`src/rtl/div_ctrl_hilo_pkg.sv`:
```
// Shared types, constants and arithmetic helpers for the HI/LO divide controller.
package hilo_pkg;

  localparam int WIDTH = 32;
  localparam logic [WIDTH-1:0] DIV0_LO = 32'hFFFF_FFFF;

  typedef enum logic [1:0] {
    IDLE,
    ISSUE,
    WAIT,
    WB
  } state_t;

  function automatic logic [WIDTH-1:0] negate(input logic [WIDTH-1:0] x);
    return ~x + WIDTH'(1);
  endfunction

  // 32'h8000_0000 maps onto itself, which is the correct unsigned magnitude.
  function automatic logic [WIDTH-1:0] magnitude(input logic [WIDTH-1:0] x);
    return x[WIDTH-1] ? negate(x) : x;
  endfunction

endpackage

```
`src/rtl/div_ctrl_hilo_if.sv`:
```
// Handshake and data bus between the HI/LO controller (master) and the external divider (slave).
interface div_ctrl_hilo_if #(
  parameter int WIDTH = 32
);

  logic             div_start;
  logic [WIDTH-1:0] div_dividend;
  logic [WIDTH-1:0] div_divisor;
  logic             div_busy;
  logic [WIDTH-1:0] div_q;
  logic [WIDTH-1:0] div_r;

  modport master (
    output div_start, div_dividend, div_divisor,
    input  div_busy, div_q, div_r
  );

  modport slave (
    input  div_start, div_dividend, div_divisor,
    output div_busy, div_q, div_r
  );

endinterface

```
`src/rtl/div_ctrl_hilo_sign_fix.sv`:
```
// Conditional two's-complement negation of an operand pair: operand magnitudes
// before issue, and quotient/remainder sign correction at writeback.
module div_sign_fix
  import hilo_pkg::*;
(
  input  logic [WIDTH-1:0] a,
  input  logic [WIDTH-1:0] b,
  input  logic             neg_a,
  input  logic             neg_b,
  output logic [WIDTH-1:0] fix_a,
  output logic [WIDTH-1:0] fix_b
);

  assign fix_a = neg_a ? negate(a) : a;
  assign fix_b = neg_b ? negate(b) : b;

endmodule

```
`src/rtl/div_ctrl_hilo.sv`:
```
// DIV/DIVU sequencing against an external divider, plus HI/LO and MTHI/MTLO.
// Define HILO_FWD_EN to forward the value being written onto hi/lo in the same cycle.
module div_ctrl_hilo #(
  parameter int WIDTH = 32
) (
  input  logic             clock,
  input  logic             reset,
  input  logic             op_div,
  input  logic             op_divu,
  input  logic             op_mthi,
  input  logic             op_mtlo,
  input  logic [WIDTH-1:0] rs_data,
  input  logic [WIDTH-1:0] rt_data,
  output logic             stall,
  output logic [WIDTH-1:0] hi,
  output logic [WIDTH-1:0] lo,
  div_ctrl_hilo_if.master  dvd
);

  import hilo_pkg::*;

  state_t           state;
  state_t           state_nxt;
  logic [WIDTH-1:0] hi_q;
  logic [WIDTH-1:0] lo_q;
  logic [WIDTH-1:0] dividend_q;
  logic [WIDTH-1:0] divisor_q;
  logic             sgn_q;
  logic             sgn_r;
  logic             seen_busy;

  logic             div_req;
  logic             is_signed;
  logic             rt_zero;
  logic             by_zero;
  logic [WIDTH-1:0] rs_mag;
  logic [WIDTH-1:0] rt_mag;
  logic [WIDTH-1:0] q_fix;
  logic [WIDTH-1:0] r_fix;
  logic [WIDTH-1:0] r_src;
  logic             hi_we;
  logic             lo_we;
  logic [WIDTH-1:0] hi_nxt;
  logic [WIDTH-1:0] lo_nxt;

  assign div_req   = op_div | op_divu;
  assign is_signed = op_div;
  assign rt_zero   = (rt_data == '0);

  // A latched zero divisor marks the divide-by-zero path; a nonzero divisor never has a zero magnitude.
  assign by_zero = (divisor_q == '0);
  assign r_src   = by_zero ? dividend_q : dvd.div_r;

  div_sign_fix u_pre (
    .a     (rs_data),
    .b     (rt_data),
    .neg_a (is_signed & rs_data[WIDTH-1]),
    .neg_b (is_signed & rt_data[WIDTH-1]),
    .fix_a (rs_mag),
    .fix_b (rt_mag)
  );

  div_sign_fix u_wb (
    .a     (dvd.div_q),
    .b     (r_src),
    .neg_a (sgn_q),
    .neg_b (sgn_r),
    .fix_a (q_fix),
    .fix_b (r_fix)
  );

  assign dvd.div_start    = (state == ISSUE);
  assign dvd.div_dividend = dividend_q;
  assign dvd.div_divisor  = divisor_q;

  always_ff @(posedge clock or posedge reset) begin
    if (reset) state <= IDLE;
    else       state <= state_nxt;
  end

  always_comb begin
    state_nxt = state;
    stall     = 1'b1;
    hi_we     = 1'b0;
    lo_we     = 1'b0;
    hi_nxt    = hi_q;
    lo_nxt    = lo_q;
    case (state)
      IDLE: begin
        stall = div_req;
        if (div_req) begin
          state_nxt = rt_zero ? WB : ISSUE;
        end else begin
          if (op_mthi) begin
            hi_we  = 1'b1;
            hi_nxt = rs_data;
          end
          if (op_mtlo) begin
            lo_we  = 1'b1;
            lo_nxt = rs_data;
          end
        end
      end
      ISSUE: state_nxt = WAIT;
      WAIT: begin
        if (!dvd.div_busy && seen_busy) state_nxt = WB;
      end
      WB: begin
        hi_we     = 1'b1;
        lo_we     = 1'b1;
        hi_nxt    = r_fix;
        lo_nxt    = by_zero ? DIV0_LO : q_fix;
        state_nxt = IDLE;
      end
      default: state_nxt = IDLE;
    endcase
  end

  always_ff @(posedge clock or posedge reset) begin
    if (reset) begin
      hi_q       <= '0;
      lo_q       <= '0;
      dividend_q <= '0;
      divisor_q  <= '0;
      sgn_q      <= 1'b0;
      sgn_r      <= 1'b0;
      seen_busy  <= 1'b0;
    end else begin
      if (hi_we) hi_q <= hi_nxt;
      if (lo_we) lo_q <= lo_nxt;
      if (state == IDLE && div_req) begin
        dividend_q <= rs_mag;
        divisor_q  <= rt_mag;
        sgn_q      <= is_signed & (rs_data[WIDTH-1] ^ rt_data[WIDTH-1]);
        sgn_r      <= is_signed & rs_data[WIDTH-1];
      end
      if (state == ISSUE)                     seen_busy <= 1'b0;
      else if (state == WAIT && dvd.div_busy) seen_busy <= 1'b1;
    end
  end

`ifdef HILO_FWD_EN
  assign hi = hi_we ? hi_nxt : hi_q;
  assign lo = lo_we ? lo_nxt : lo_q;
`else
  assign hi = hi_q;
  assign lo = lo_q;
`endif

  // The decoder should never pair a divide with MTHI/MTLO; the move is silently dropped.
  mt_div_collision: assert property (@(posedge clock) disable iff (reset)
    !(state == IDLE && div_req && (op_mthi || op_mtlo)));

endmodule

```
`src/flat_wrapper.sv`:
```
// flat-port wrapper written by rule: the top's interface ports become plain ports
module div_ctrl_hilo_flat import hilo_pkg::*;
#(
  parameter int WIDTH = 32
)
  (clock, reset, op_div, op_divu, op_mthi, op_mtlo, rs_data, rt_data, stall, hi, lo, dvd_div_start, dvd_div_dividend, dvd_div_divisor, dvd_div_busy, dvd_div_q, dvd_div_r);
  div_ctrl_hilo_if #(.WIDTH(WIDTH)) dvd_i ();
  input  logic clock;
  input  logic reset;
  input  logic op_div;
  input  logic op_divu;
  input  logic op_mthi;
  input  logic op_mtlo;
  input  logic [WIDTH-1:0] rs_data;
  input  logic [WIDTH-1:0] rt_data;
  output logic stall;
  output logic [WIDTH-1:0] hi;
  output logic [WIDTH-1:0] lo;
  output wire logic [$bits(dvd_i.div_start)-1:0] dvd_div_start;
  output wire logic [$bits(dvd_i.div_dividend)-1:0] dvd_div_dividend;
  output wire logic [$bits(dvd_i.div_divisor)-1:0] dvd_div_divisor;
  input wire logic [$bits(dvd_i.div_busy)-1:0] dvd_div_busy;
  input wire logic [$bits(dvd_i.div_q)-1:0] dvd_div_q;
  input wire logic [$bits(dvd_i.div_r)-1:0] dvd_div_r;
  assign dvd_div_start = dvd_i.div_start;
  assign dvd_div_dividend = dvd_i.div_dividend;
  assign dvd_div_divisor = dvd_i.div_divisor;
  assign dvd_i.div_busy = dvd_div_busy;
  assign dvd_i.div_q = dvd_div_q;
  assign dvd_i.div_r = dvd_div_r;
  div_ctrl_hilo #(.WIDTH(WIDTH)) u_core (.clock(clock), .reset(reset), .op_div(op_div), .op_divu(op_divu), .op_mthi(op_mthi), .op_mtlo(op_mtlo), .rs_data(rs_data), .rt_data(rt_data), .stall(stall), .hi(hi), .lo(lo), .dvd(dvd_i));
endmodule
```
`config.mk`:
```
export PLATFORM = sky130hd
export DESIGN_NAME = div_ctrl_hilo_flat
export DESIGN_NICKNAME = d
export VERILOG_FILES = /design/src/rtl/div_ctrl_hilo_pkg.sv /design/src/rtl/div_ctrl_hilo_if.sv /design/src/rtl/div_ctrl_hilo_sign_fix.sv /design/src/rtl/div_ctrl_hilo.sv /design/src/flat_wrapper.sv
export SDC_FILE = /design/constraint.sdc
export NUM_CORES = 1
export LEC_CHECK = 0
export BUFFER_PORTS_ARGS = -buffer_cell sky130_fd_sc_hd__clkbuf_2
export CAP_MARGIN = 40
export CORE_ASPECT_RATIO = 1.25
export CORE_UTILIZATION = 37
export CTS_BUF_LIST = sky130_fd_sc_hd__clkbuf_4
export DETAILED_ROUTE_END_ITERATION = 16
export GPL_TIMING_DRIVEN = 0
export PLACE_DENSITY = 0.62
export SYNTH_ARGS = -nofsm -noshare
export SYNTH_HDL_FRONTEND = slang
export SYNTH_SLANG_ARGS = --single-unit
```
`constraint.sdc`:
```
create_clock -name clock -period 5.2 [get_ports clock]
set_clock_uncertainty 0.15 [all_clocks]
set_input_delay 0.52 -clock clock [delete_from_list [all_inputs] [get_ports clock]]
set_output_delay 0.52 -clock clock [all_outputs]
set_load 0.1 [all_outputs]
```
==> summary.md <==
| Metric | Value |
|---|---|
| Initial antenna violation count | 2 |
| Die width | 141 µm |
| Async SR Flop Fraction | 100% |
| Compound-gate portion of the synthesized area | 20.1% |
| Area grow syn2layout | 22.9% |
| Largest net degree at the start of global routing | 84 |
| Adder and majority gate portion of the synthesized area | 1.12% |
| Starting Density | 37.8% |
| Critical path's largest stage delay | 0.57 ns |
| Final setup fails | 0 |
| Primary FF master, synth | dfrtp_1 |
| Fraction of layout cells with a size suffix above 1 | 23.9% |
| Hold Vio Cnt, Final | 0 |
| Clock Latency Late Sink | 0.56 ns |
| Reg2Reg Setup Slack | 0.64 ns |
| CP Max Fanout | 10 |
| Sequential fraction of the synthesis area | 37.1% |
| Initial DRC count | 563 |
| CP Capture Type | flip-flop |
| Slew HR | 47.8% |
| Crit path DAT | 4.81 ns |
| Antenna-violating nets left | 0 |
| IO Count | 265 |
| Fin area | 0.0110 mm² |
| Number of global-route vias before repair | 9259 |
| Placed cells | 1663 |
| Die ar. | 0.0249 mm² |
| Flops & latches, synth | 133 |
| H-tree Lvls | 4 |
| Crit path kind | flip-flop to flip-flop |
| Placer congestion estimate | 0.924 |
| DP HPWL | 26.8 mm |
| Post-Syn Nets | 1217 |
| Count of cell types in the netlist | 58 |
| Buffers on Ports | 263 |
| Min cycle time layout | 4.56 ns |
| Area after DPL | 0.0107 mm² |
| Core area | 0.0237 mm² |
| Grt ovf | 0 |
| Maximum clock rate | 219 MHz |
| Final nets | 1501 |
| Core Rows | 63 |
| R2r endpoint | u_core.hi[28] |
| Clk slew on worst S/H paths | 0.12 ns |
| Syn Area/Cell | 8.35 µm² |
| Final period utilization | 87.7% |
| Min-Delay Path Class | input port to flip-flop |
| Post-Synth XOR/XNOR Area | 12.5% |
| # DRC | 0 |
| Worst r2r src | u_core.dvd.div_divisor[18] |
| Total wire length | 33.9 mm |
| Via density | 5.51 |
| Worst r2r path cells | 13 |
| Slew Limit Fails | 0 |
| Critical Path Start Type | flip-flop |
| Critical-path cell list | nor4_1, nand2_1, or4_1, buf_2, buf_2, mux2i_1, ha_1, nand3_1, nor3_1, mux2i_1, o21ai_0, xnor2_1, o221ai_1 |
| Routed length per instance | 20.0 µm |
| Critical Path Slowest Stage Cell | or4_1 |
| Inserted Clock Buffers | 17 |
| CTS tree | built |
| Min-delay src | dvd_div_busy |
| CTS Sinks | 133 |
| Hold Path Stages | 3 |
| Post-Synth Simple-Gate Area | 20.4% |
| Worst Tran Pin Value | 0.777 ns |
| EDFF count, synth | 0 |
| Hold path endpoint | u_core.seen_busy |
| Gr usage total | 27.8% |
| Die H | 176 µm |
| Fin cells | 1696 |
| Largest family of logic cells by synthesized area | simple AND/OR/NAND/NOR gates |
| Status | finished, final reports clean |
| Syn Inst Count | 1074 |
| Total iterations of the first detailed-routing run | 7 |
| Final Util | 46.5% |
| Largest buffer count on any clock path | 2 |
| DR vias | 9347 |
| # fillers | 2462 |
| MaxCap Viol Count | 0 |
| RSZ-0062 raised after global routing | no |
| First-pass GRT wire length | 52.1 mm |
| Post-synthesis mux area share | 5.16% |
| Root Driver | clkbuf_4 |
| CP required | 5.45 ns |
| Ys Warns | 0 |
| Mapped Area | 0.00897 mm² |
cells in the mapped netlist (6+ instances only):
cell type	count	area, µm²
o21ai_0	154	771
nand2_1	145	544
dfrtp_1	133	3330
xnor2_1	79	692
nor2_1	67	251
a21oi_1	63	315
clkbuf_1	52	195
xor2_1	49	429
mux2i_1	44	440
nor3_1	26	130
nor4_1	23	144
or3_1	23	144
o22ai_1	22	138
o31ai_1	21	158
inv_1	18	67.6
nand3_1	13	65.1
or4_1	13	97.6
nor3b_1	11	82.6
nand2b_1	10	62.6
a31oi_1	8	50.1
buf_2	8	40.0
ha_1	8	100
o41ai_1	8	70.1
a21o_1	6	45.0
or2_2	6	37.5
worst max-delay path, delay by kind of cell (launching register included):
family | cells | cell delay (ns)
AOI/OAI and AO/OA | 2 | 0.40
xor gates and xnor gates | 1 | 0.54
adders and majority gates | 1 | 0.32
buffers and inverters | 2 | 0.45
DFF | 1 | 0.44
muxes | 2 | 0.50
and+or+nand+nor | 5 | 1.57
metrics by stage:
step	setup TNS (ns)	setup WS, ns	hold slack (ns)
floorplan	0	0.976	0.314
detailed placement	0	0.790	0.317
CTS	0	0.751	0.0349
finish	0	0.639	0.0778
global placement	-112.94	-0.858	0.310
global route	0	0.359	0.0557
per-layer routing:
layer / vias to the layer above / GRT usage, % / routed length [µm]
li1: 4414 / - / -
met1: 4426 / 32.2 / 12800
met2: 412 / 47.0 / 16600
met3: 95 / 7.02 / 2830
met4: 0 / 15.1 / 1730
met5: - / 0 / 0
layout make-up:
cell class,instances,area (µm²),share of cell area [%]
Multi-Input combinational cell,857,5320,48.2
Sequential cell,133,3330,30.2
Timing Repair Buffer,265,1350,12.3
Tap cell,325,407,3.69
Buffer,65,254,2.30
Clock inverter,14,161,1.46
Clock buffer,17,128,1.16
Inverter,19,76.3,0.692
Antenna cell,1,2.50,0.0227
flip-flops by register name, indices dropped and copies added (netlist names):
name / flops
u_core.dvd.div_dividend: 32
u_core.dvd.div_divisor: 32
u_core.lo: 32
u_core.hi: 32
u_core.seen_busy: 1
u_core.sgn_q: 1
u_core.sgn_r: 1
u_core.state: 2
cells by family after synthesis:
| logic type | Yosys count |
|---|---|
| AO/OA/AOI/OAI | 309 |
| buffers and inverters | 84 |
| flip-flops | 133 |
| multiplexers | 46 |
| AND/OR/NAND/NOR | 366 |
| adder cells (fa/ha/maj) | 8 |
| XOR/XNOR | 128 |
layout by cell type (no fill, tap or decap), types with 17 or more instances in the layout:
master	n
a21oi_1	63
clkbuf_2	263
o31ai_1	21
xnor2_1	79
clkbuf_4	17
dfrtp_1	133
nor3_1	26
inv_1	17
nor4_1	23
or3_1	23
nor2_1	67
o22ai_1	22
o21ai_0	154
nand2_1	145
clkbuf_1	52
xor2_1	49
mux2i_1	44
timing repair:
action	CTS	global route
endpoints found under the setup margin	0	0
resized for setup	0	0
setup buffers	0	0
hold buffers	1	0
endpoints found under the hold margin	50	0
worst max path at each step:
stage | end | startpoint | slack, ns
finish | u_core.hi[28] | u_core.dvd.div_divisor[18] | 0.64
global route | u_core.hi[28] | u_core.dvd.div_divisor[18] | 0.36
CTS | u_core.hi[28] | u_core.dvd.div_divisor[18] | 0.75
detailed placement | u_core.hi[28] | u_core.dvd.div_divisor[18] | 0.79
global placement | u_core.dvd.div_divisor[13] | reset | -0.86
floorplan | u_core.dvd.div_dividend[0] | reset | 0.98
Power is not shown: default switching activity piles up to over one toggle a cycle in this logic, so the estimate is an artifact.
